$ cat config.mk
export PLATFORM = sky130hd
export DESIGN_NAME = assoc_cache
export DESIGN_NICKNAME = d
export VERILOG_FILES = /design/src/rtl/cache_pkg.sv /design/src/rtl/cache_lru.sv /design/src/rtl/assoc_cache.sv
export SDC_FILE = /design/constraint.sdc
export NUM_CORES = 2
export LEC_CHECK = 0
export CELL_PAD_IN_SITES_DETAIL_PLACEMENT = 0
export CELL_PAD_IN_SITES_GLOBAL_PLACEMENT = 1
export CORE_MARGIN = 3
export CORE_UTILIZATION = 40
export DETAILED_ROUTE_END_ITERATION = 8
export PLACE_DENSITY = 0.72
export SETUP_SLACK_MARGIN = 0.05
export SLEW_MARGIN = 30
export SYNTH_ARGS = -nofsm -noshare
export SYNTH_HDL_FRONTEND = slang
export SYNTH_SLANG_ARGS = --single-unit
$ cat constraint.sdc
create_clock -name clk -period 10.15 [get_ports clk]
set_clock_uncertainty 0.15 [all_clocks]
set_input_delay 1.015 -clock clk [delete_from_list [all_inputs] [get_ports clk]]
set_output_delay 1.015 -clock clk [all_outputs]
set_load 0.02 [all_outputs]
$ cat src/rtl/cache_pkg.sv
// Shared types, width constants and byte-lane helpers for the set-associative data cache.
package cache_pkg;

   localparam logic [2:0] F3_B  = 3'b000;
   localparam logic [2:0] F3_H  = 3'b001;
   localparam logic [2:0] F3_W  = 3'b010;
   localparam logic [2:0] F3_BU = 3'b100;
   localparam logic [2:0] F3_HU = 3'b101;

   localparam int WORD_W = 32;
   localparam int STRB_W = WORD_W / 8;
   localparam int LANE_W = $clog2(STRB_W);

   typedef enum logic [1:0] {
      S_IDLE,
      S_REFILL,
      S_WRITE,
      S_RESP
   } state_t;

   // A width of at least one bit keeps single-way / single-word builds legal.
   function automatic int clog2_min1(input int n);
      return (n > 1) ? $clog2(n) : 1;
   endfunction

   function automatic logic access_ok(input logic we, input logic [2:0] f3,
                                      input logic [LANE_W-1:0] lane);
      logic legal;
      case (f3)
         F3_B, F3_H, F3_W: legal = 1'b1;
         F3_BU, F3_HU:     legal = !we;
         default:          legal = 1'b0;
      endcase
      case (f3[1:0])
         2'b01:   return legal && !lane[0];
         2'b10:   return legal && (lane == 2'b00);
         default: return legal;
      endcase
   endfunction

   function automatic logic [WORD_W-1:0] load_extend(input logic [WORD_W-1:0] word,
                                                     input logic [2:0] f3,
                                                     input logic [LANE_W-1:0] lane);
      logic [WORD_W-1:0] sh;
      sh = word >> {lane, 3'b000};
      case (f3)
         F3_B:    return {{24{sh[7]}}, sh[7:0]};
         F3_H:    return {{16{sh[15]}}, sh[15:0]};
         F3_BU:   return {24'b0, sh[7:0]};
         F3_HU:   return {16'b0, sh[15:0]};
         default: return word;
      endcase
   endfunction

   function automatic logic [STRB_W-1:0] store_strobe(input logic [2:0] f3,
                                                      input logic [LANE_W-1:0] lane);
      case (f3)
         F3_B:    return 4'b0001 << lane;
         F3_H:    return lane[1] ? 4'b1100 : 4'b0011;
         F3_W:    return 4'b1111;
         default: return 4'b0000;
      endcase
   endfunction

   function automatic logic [WORD_W-1:0] store_replicate(input logic [2:0] f3,
                                                         input logic [WORD_W-1:0] wd);
      case (f3)
         F3_B:    return {4{wd[7:0]}};
         F3_H:    return {2{wd[15:0]}};
         default: return wd;
      endcase
   endfunction

endpackage

$ cat src/rtl/cache_lru.sv
// True-LRU age vector for one cache set: ages form a permutation, oldest way is the victim.
module cache_lru
   import cache_pkg::*;
#(
   parameter  int WAYS  = 2,
   localparam int WAY_W = clog2_min1(WAYS)
) (
   input  logic             clk,
   input  logic             reset,
   input  logic             upd,
   input  logic [WAY_W-1:0] upd_way,
   output logic [WAY_W-1:0] victim
);

   generate
      if (WAYS > 1) begin : g_lru
         logic [WAY_W-1:0] age [WAYS];
         logic [WAY_W-1:0] upd_age;

         assign upd_age = age[upd_way];

         // Accessed way becomes youngest; only ways younger than it age by one.
         always_ff @(posedge clk) begin
            if (reset) begin
               for (int w = 0; w < WAYS; w++) age[w] <= WAY_W'(w);
            end else if (upd) begin
               for (int w = 0; w < WAYS; w++) begin
                  if (WAY_W'(w) == upd_way)    age[w] <= '0;
                  else if (age[w] < upd_age) age[w] <= age[w] + 1'b1;
               end
            end
         end

         always_comb begin
            victim = '0;
            for (int w = 0; w < WAYS; w++)
               if (age[w] == WAY_W'(WAYS - 1)) victim = WAY_W'(w);
         end
      end else begin : g_direct
         assign victim = '0;
      end
   endgenerate

endmodule

$ cat src/rtl/assoc_cache.sv
// N-way set-associative write-through, no-write-allocate data cache with multi-word line refill.
module assoc_cache
   import cache_pkg::*;
#(
   parameter int SETS       = 4,
   parameter int WAYS       = 2,
   parameter int LINE_WORDS = 4,
   parameter int ADDR_W     = 32
) (
   input  logic              clk,
   input  logic              reset,
   input  logic              cpu_req,
   input  logic              cpu_we,
   input  logic [ADDR_W-1:0] cpu_addr,
   input  logic [2:0]        cpu_func3,
   input  logic [31:0]       cpu_wdata,
   output logic [31:0]       cpu_rdata,
   output logic              cpu_done,
   output logic              cpu_hit,
   output logic              cpu_err,
   output logic              busy,
   output logic              mem_req,
   output logic              mem_we,
   output logic [ADDR_W-1:0] mem_addr,
   output logic [31:0]       mem_wdata,
   output logic [3:0]        mem_wstrb,
   input  logic [31:0]       mem_rdata,
   input  logic              mem_ack
);

   localparam int OFF_W  = $clog2(LINE_WORDS * 4);
   localparam int IDX_W  = $clog2(SETS);
   localparam int TAG_W  = ADDR_W - OFF_W - IDX_W;
   localparam int WAY_W  = clog2_min1(WAYS);
   localparam int WSEL_W = clog2_min1(LINE_WORDS);

   function automatic logic [IDX_W-1:0] idx_of(input logic [ADDR_W-1:0] a);
      return a[OFF_W +: IDX_W];
   endfunction

   function automatic logic [TAG_W-1:0] tag_of(input logic [ADDR_W-1:0] a);
      return a[ADDR_W-1 -: TAG_W];
   endfunction

   function automatic logic [WSEL_W-1:0] word_of(input logic [ADDR_W-1:0] a);
      return WSEL_W'((a >> 2) & ADDR_W'(LINE_WORDS - 1));
   endfunction

   logic              valid   [SETS][WAYS];
   logic [TAG_W-1:0]  tag_arr [SETS][WAYS];
   logic [31:0]       data    [SETS][WAYS][LINE_WORDS];

   state_t            state, state_nx;
   logic [ADDR_W-1:0] r_addr;
   logic [2:0]        r_func3;
   logic [31:0]       r_wdata;
   logic [WAY_W-1:0]  r_way;
   logic              r_hit;
   logic [31:0]       r_word;
   logic [WSEL_W-1:0] fill_cnt;
   logic              done_q, hit_q, err_q;
   logic [31:0]       rdata_q;

   logic [IDX_W-1:0]  c_idx, r_idx;
   logic [TAG_W-1:0]  c_tag, r_tag;
   logic [WSEL_W-1:0] c_word, r_wsel;
   logic [1:0]        c_lane;
   logic              accept, c_ok, hit_any, inv_any, fill_last;
   logic [WAY_W-1:0]  hit_way, inv_way, vict_way;
   logic [WAY_W-1:0]  lru_victim [SETS];
   logic [3:0]        c_strb;
   logic [31:0]       c_rep;
   logic [ADDR_W-1:0] line_base;

   assign c_idx     = idx_of(cpu_addr);
   assign c_tag     = tag_of(cpu_addr);
   assign c_word    = word_of(cpu_addr);
   assign c_lane    = cpu_addr[1:0];
   assign r_idx     = idx_of(r_addr);
   assign r_tag     = tag_of(r_addr);
   assign r_wsel    = word_of(r_addr);
   assign accept    = cpu_req && (state == S_IDLE);
   assign c_ok      = access_ok(cpu_we, cpu_func3, c_lane);
   assign c_strb    = store_strobe(cpu_func3, c_lane);
   assign c_rep     = store_replicate(cpu_func3, cpu_wdata);
   assign fill_last = (fill_cnt == WSEL_W'(LINE_WORDS - 1));
   assign line_base = {r_addr[ADDR_W-1:OFF_W], OFF_W'(0)};

   // Parallel tag compare; the downward scan leaves the lowest matching / invalid way.
   always_comb begin
      hit_any = 1'b0;
      hit_way = '0;
      inv_any = 1'b0;
      inv_way = '0;
      for (int w = WAYS - 1; w >= 0; w--) begin
         if (valid[c_idx][w] && (tag_arr[c_idx][w] == c_tag)) begin
            hit_any = 1'b1;
            hit_way = WAY_W'(w);
         end
         if (!valid[c_idx][w]) begin
            inv_any = 1'b1;
            inv_way = WAY_W'(w);
         end
      end
      vict_way = inv_any ? inv_way : lru_victim[c_idx];
   end

   logic             lru_upd;
   logic [IDX_W-1:0] lru_idx;
   logic [WAY_W-1:0] lru_way;

   always_comb begin
      lru_upd = 1'b0;
      lru_idx = c_idx;
      lru_way = hit_way;
      if (accept && c_ok && hit_any) begin
         lru_upd = 1'b1;
      end else if ((state == S_REFILL) && mem_ack && fill_last) begin
         lru_upd = 1'b1;
         lru_idx = r_idx;
         lru_way = r_way;
      end
   end

   generate
      for (genvar s = 0; s < SETS; s++) begin : g_set
         cache_lru #(.WAYS(WAYS)) u_lru (
            .clk     (clk),
            .reset   (reset),
            .upd     (lru_upd && (lru_idx == IDX_W'(s))),
            .upd_way (lru_way),
            .victim  (lru_victim[s])
         );
      end
   endgenerate

   always_comb begin
      state_nx  = state;
      busy      = 1'b1;
      mem_req   = 1'b0;
      mem_we    = 1'b0;
      mem_addr  = '0;
      mem_wdata = '0;
      mem_wstrb = '0;
      case (state)
         S_IDLE: begin
            busy = 1'b0;
            if (accept && c_ok) begin
               if (cpu_we)        state_nx = S_WRITE;
               else if (!hit_any) state_nx = S_REFILL;
            end
         end
         S_REFILL: begin
            mem_req  = 1'b1;
            mem_addr = line_base | (ADDR_W'(fill_cnt) << 2);
            if (mem_ack && fill_last) state_nx = S_RESP;
         end
         S_WRITE: begin
            mem_req   = 1'b1;
            mem_we    = 1'b1;
            mem_addr  = {r_addr[ADDR_W-1:2], 2'b00};
            mem_wdata = store_replicate(r_func3, r_wdata);
            mem_wstrb = store_strobe(r_func3, r_addr[1:0]);
            if (mem_ack) state_nx = S_IDLE;
         end
         S_RESP:  state_nx = S_IDLE;
         default: state_nx = S_IDLE;
      endcase
   end

   assign cpu_done  = done_q || (state == S_RESP) || ((state == S_WRITE) && mem_ack);
   assign cpu_hit   = hit_q || ((state == S_WRITE) && mem_ack && r_hit);
   assign cpu_err   = err_q;
   assign cpu_rdata = rdata_q;

   always_ff @(posedge clk) begin
      if (reset) begin
         state    <= S_IDLE;
         done_q   <= 1'b0;
         hit_q    <= 1'b0;
         err_q    <= 1'b0;
         rdata_q  <= '0;
         fill_cnt <= '0;
         for (int s = 0; s < SETS; s++)
            for (int w = 0; w < WAYS; w++) valid[s][w] <= 1'b0;
      end else begin
         state  <= state_nx;
         done_q <= 1'b0;
         hit_q  <= 1'b0;
         err_q  <= 1'b0;
         if (accept) begin
            if (!c_ok) begin
               err_q <= 1'b1;
            end else if (!cpu_we && hit_any) begin
               done_q  <= 1'b1;
               hit_q   <= 1'b1;
               rdata_q <= load_extend(data[c_idx][hit_way][c_word], cpu_func3, c_lane);
            end else if (!cpu_we) begin
               // Victim is invalidated up front so an abandoned refill never leaves a stale-tag line.
               valid[c_idx][vict_way] <= 1'b0;
               fill_cnt               <= '0;
            end
         end
         if ((state == S_REFILL) && mem_ack) begin
            fill_cnt <= fill_cnt + 1'b1;
            if (fill_last) begin
               valid[r_idx][r_way] <= 1'b1;
               rdata_q <= load_extend((fill_cnt == r_wsel) ? mem_rdata : r_word,
                                      r_func3, r_addr[1:0]);
            end
         end
      end
   end

   always_ff @(posedge clk) begin
      if (!reset) begin
         if (accept) begin
            r_addr  <= cpu_addr;
            r_func3 <= cpu_func3;
            r_wdata <= cpu_wdata;
            r_hit   <= hit_any;
            r_way   <= vict_way;
            if (c_ok && cpu_we && hit_any)
               for (int b = 0; b < 4; b++)
                  if (c_strb[b]) data[c_idx][hit_way][c_word][8*b +: 8] <= c_rep[8*b +: 8];
         end
         if ((state == S_REFILL) && mem_ack) begin
            data[r_idx][r_way][fill_cnt] <= mem_rdata;
            if (fill_cnt == r_wsel) r_word <= mem_rdata;
            if (fill_last) tag_arr[r_idx][r_way] <= r_tag;
         end
      end
   end

endmodule

======== Yosys cells after proc, flatten, opt, wreduce, memory -nomap -nowiden ========
Memory sizes are Yosys's and may differ from the RTL's.
Index checks and enable logic that the tools add are counted.
W data, S select, Z words.
word-level totals
  register bits after elaboration ......... 139
  input bits .............................. 104
  logic and storage cells ................. 1900
  bits in writable memories ............... 1248
  memories ................................ 7
  output and inout port bits .............. 106
memory list
  name                      words  width  rd ports  clocked after memory_dff  write ports  RTL line           text
  data                      4      256    1         0                         1            assoc_cache.sv:51  logic [31:0] data [SETS][WAYS][LINE_WORDS];
  tag_arr                   4      52     1         0                         1            assoc_cache.sv:50  logic [TAG_W-1:0] tag_arr [SETS][WAYS];
  valid                     4      2      1         0                         4            assoc_cache.sv:49  logic valid [SETS][WAYS];
  g_set[0].u_lru.g_lru.age  2      1      3         0                         2            cache_lru.sv:17    logic [WAY_W-1:0] age [WAYS];
  g_set[1].u_lru.g_lru.age  2      1      3         0                         2            cache_lru.sv:17
  g_set[2].u_lru.g_lru.age  2      1      3         0                         2            cache_lru.sv:17
  +1 memories               --     --     --        --                        --           --
operators by class
  reduce and logical (&&, ||, !) cells .... 48
  eq/ne operators ......................... 26
  bitwise operators ....................... 794
  magnitude comparators ................... 19
  muxes and demuxes ....................... 982
  add/subtract/negate cells ............... 9
  shift operators ......................... 4
operators with widths
  kind                  count
  $mux W256             7
  $mux W128             8
  $mux W1               902
  $or A1 B1 Y1          784
  $demux W128 S1        5
  $mux W32              11
  $demux W32 S2         5
  $pmux W32 S4          2
  $reduce_or A256 Y1    1
  $pmux W32 S2          3
  $bmux W32 S2          1
  $shr A32 B5 Y16       2
  $eq A26 B26 Y1        2
  $mux W52              1
  $mux W2               21
  $or A32 B4 Y32        1
  $demux W26 S1         1
  $mux W26              1
  $logic_and A1 B1 Y1   24
  $mux W24              1
  $pmux W4 S3           2
  $mux W16              1
  $eq A2 B2 Y1 const B  6
  $eq A3 B3 Y1 const B  4
  33 further kinds      86

======== Depth between registers and ports, before layout ========
An unclocked memory read counts as a cell.
  depth in word-level cells ............... 19
  depth in mapped cells ................... 17
  gate-level depth less buffers ........... 13

======== Hierarchy ========
Synthesis repeated with hierarchy kept, for this count alone.
unflattened totals
  cells, all modules ...................... 3133
  area, all modules ....................... 57542.7 um2
by module, submodules not included
  module       times used  cells an instance  seq. area each (um2)  area each (um2)
  assoc_cache  1           3089               41029.4               57037.2
  cache_lru    4           11                 60.1                  126.4

======== Worst setup path after synthesis ========
No wires, ideal clock.
  path kind ............................... input -> register
  start ................................... input port reset
  end ..................................... memory data[3][0] (netlist name), enable pin
  buffers on the path ..................... 1
  data required time ...................... 9.630 ns
  slack ................................... 3.864 ns
  arrival time ............................ 5.766 ns
  library setup time ...................... 0.370 ns
  stages on the path ...................... 7
  cell sequence ........................... clkbuf_1 nor2_1 nand2_1 or4_1 nor3_1 a31oi_1 nor2_1
on the way
  word-level cells in the longest chain between the ends .. 6
  elaborated cells on any way between the ends .. 16
  those cells by class .................... mux (12); bitwise (3); reduce/logical (1)
RTL lines
  item                                                               RTL line           text
  from (decl)                                                        assoc_cache.sv:11  input logic reset,
  parallel branches: the longest is 6 deep, another holds $mux W256  --
  to (decl)                                                          assoc_cache.sv:51
Several ways; the timed one is not identified.

======== Final worst setup path ========
  start ................................... input port cpu_addr[4]
  end ..................................... memory data[3][134] (netlist name), enable pin
on the way
  word-level cells in the longest chain between the ends .. 15
  elaborated cells on any way between the ends .. 43
  those cells by class .................... order compare (2); eq/ne (2); mux (29); bitwise (4); reduce/logical (4); memory (2)
RTL lines
  item                                                                RTL line            text
  from (decl)                                                         assoc_cache.sv:14   input logic [ADDR_W-1:0] cpu_addr,
  $mem_v2 Z4 W52                                                      --
  $eq A26 B26 Y1                                                      assoc_cache.sv:96   if (valid[c_idx][w] && (tag_arr[c_idx][w] == c_tag)) begin
  $logic_and A1 B1 Y1                                                 assoc_cache.sv:96
  $mux W1 (2 in a row)                                                assoc_cache.sv:96
  $not A1 Y2 (not written as such)                                    assoc_cache.sv:225  if (c_strb[b]) data[c_idx][hit_way][c_word][8*b +: 8] <= c_rep[8*b +: 8];
  $ge A2 B2 Y1 (not written as such) or $lt A2 B1 Y1 (tied branches)  assoc_cache.sv:225
  $logic_and A1 B1 Y1 (not written as such)                           assoc_cache.sv:225
  $mux W128 (not written as such)                                     assoc_cache.sv:225
  $demux W128 S1                                                      assoc_cache.sv:225
  $mux W256 (not written as such)                                     assoc_cache.sv:225
  $or A1 B1 Y1 (no line) (3 in a row)                                 --
  $mux W256 (no line)                                                 --
Several ways; a longest one is shown, not always the timed one.

==> metrics.cfg <==
[run_status]
status = finished clean

[route]
top_layer = met5
wirelength_um = 159000
ant_nets = 0
met2_length_um = 73400
wl_met3_um = 14500
via_per_inst = 5.83
wl_met1_um = 66900
wire_per_inst_um = 29.5
num_vias = 31400
drt_pass1_iterations = 5
first_iter_violations = 3894
drc = 0

[logic_synthesis]
yosys_warnings = 0
synth_top_cell_by_area = edfxtp_1
syn_inst = 3122
yosys_register_bits = 1387
synth_edf_count = 1349
yosysUniqueCellTypes = 96
synth_area_mm2 = 0.0577
synth_seq_area_share = 0.715
netlist.area_leader.share = 0.702
synthArstFlopShare = 0
synth_area_per_cell_um2 = 18.5
yosys-top-cells-area = edfxtp_1 70%, mux4_2 13%, mux2i_1 2.0%, nor2_1 1.6%, dfxtp_1 1.3%
synthFlopType = edfxtp_1
synth.most_common_cell = edfxtp_1
synth_commonest_cells = 1,349 x edfxtp_1, 336 x mux4_2, 253 x nor2_1

[global_route]
grt_max_degree = 100
antenna_found_initial = 5
grt_first_pass_wirelength_um = 227000
gr-total-overflow = 0
first_global_vias = 30700
grtUsageTotal = 0.212

[setup_path]
crit_chain = buf_8 -> buf_4 -> mux4_2 -> xnor2_1 -> nand2_1 -> nor4b_2 -> nand2_1 -> or4_1 -> nor2_1 -> a21oi_1 -> nor2_1
critPathMaxFanout = 72
slowest_stage = or4_1
criticalPathCategory = in -> reg
critPathRequiredTime_ns = 10.38
arrival_ns = 6.66
critPathMaxStageDelay_ns = 0.77
start_kind = input port
path_delay_family = simple AND/OR/NAND/NOR gates
cp.buffers_inverters = 2
worstSetupEndpointType = flop

[clock_tree]
cts_tree = built
post_cts_resized = 0
clkTransAtPathRegs_ns = 0.06
clock_latency_ns = 0.77
clock-sinks = 1387
cts_buffer_depth = 3
htreeDepth = 4
numCtsBuffers = 140
post_cts_buffers = 0
root_buffer = clkbuf_16
hold_buffers = 0

[timing]
finalSetupViolations = 0
tightest_slew_ns = 1.06
slew_viol_final = 0
setup_tns_ns = 0
rsz0062_at_grt = false
fin_crit_sh = 0.634
whs_ns = 0.313
slew-limit-headroom = 0.289
fmax_ghz = 0.155
finalCriticalPeriod_ns = 6.44
final_hold_viol_count = 0

[die]
die_y_um = 386
start_util = 0.405
io_pins = 210
die_w_um = 386
num_rows = 138
core_area_mm2 = 0.142
die-area_mm2 = 0.149

[layout]
final_cell_area_mm2 = 0.0671
finalNetCount = 3484
drive_above_1_share = 0.214
fillCellCount = 11800
seqCellArea_mm2 = 0.0413
multi_input_area_mm2 = 0.0157
area_growth_pct = 16.2
finalNonFillerCells = 5380

[job]
maxCapViolCount = 0

[placement]
placed_cell_area_mm2 = 0.0624
dp_hpwl_um = 106000
place.port_buffers = 207
gp_congestion = 0.859
dp.cells = 5109

[power]
p_leak_nw = 21.2
ir_drop_v = 0.000163
cellPowerDensity_mw_per_mm2 = 194

[hold_path]
min_path_type = reg -> reg

==> area by class of cell <==
cell class                      count  share of cell area
Clock inverter                     91              0.0128
Inverter                           44             0.00246
Tap cell                         1890              0.0352
Multi-Input combinational cell   1511               0.234
Clock buffer                      168              0.0544
Antenna cell                        4            0.000149
Timing Repair Buffer              285              0.0459
Sequential cell                  1387               0.615
==> cells in the final DEF, fill, tap and decap left out, types with 36 or more instances in the layout <==
cell,count
a21oi_1,134
and2_1,43
buf_4,55
clkbuf_16,141
clkdlybuf4s50_1,202
dfxtp_1,38
edfxtp_1,1349
inv_1,42
mux2_2,36
mux2i_1,117
mux4_2,336
nand2_1,155
nor2_1,233
==> flip-flops by register name (all words and copies together) (netlist names), 2 cells and up <==
name	cells
cpu_rdata	32
data	1024
fill_cnt	2
g_set.u_lru.g_lru.age	8
r_addr	32
r_func3	3
r_wdata	32
r_word	32
state	2
tag_arr	208
valid	8
==> cells by family after synthesis <==
group | Yosys count | share of synthesized area
buffers and inverters | 225 | 0.0194
AO/OA/AOI/OAI | 369 | 0.0443
flip-flops | 1387 | 0.715
adder cells (fa/ha/maj) | 11 | 0.00238
XOR/XNOR | 40 | 0.00607
other | 1 | 0.0000650
AND/OR/NAND/NOR | 581 | 0.0461
multiplexers | 508 | 0.167
==> per-stage QoR <==
step	utilization	setup slack, ns	total power, mW
floorplan	-	3.86	7.38
global placement	0.435	2.95	8.01
detailed placement	0.438	2.91	8.05
CTS	0.470	3.73	13.1
global route	0.471	3.40	13.4
finish	0.471	3.71	13.0
==> metal layers <==
layer | vias up | global-route usage
met4 | 6 | 0.0625
met3 | 185 | 0.0468
met2 | 1614 | 0.322
met5 | - | 0
met1 | 16400 | 0.306
li1 | 13200 | -
==> worst reg2reg max path, stage by stage, from the launching register on <==
cell      delay, ns
edfxtp_1       0.37
mux4_1         0.53
a221oi_1       0.25
or4b_4         0.50
nor4_4         0.41
nand2_1        0.24
or4_1          0.77
nor2_1         0.72
a21oi_1        0.36
nor2_1         0.72
==> worst paths after layout <==
kind / start / endpoint / slack [ns] / cells past startpoint
max: cpu_addr[4] / data[3][134] / 3.71 / 11
min: cpu_rdata[23] / cpu_rdata[23] / 0.31 / 2
max reg2reg: tag_arr[1][37] / data[3][134] / 4.73 / 9
min reg2reg: cpu_rdata[23] / cpu_rdata[23] / 0.31 / 2
==> power by group <==
group / leakage, nW / switching [mW] / internal (mW)
Combinational: 6.58 / 0.930 / 0.500
Clock: 2.18 / 2.24 / 2.81
Sequential: 12.5 / 0.0463 / 6.48
(Power assumes the default switching activity.)
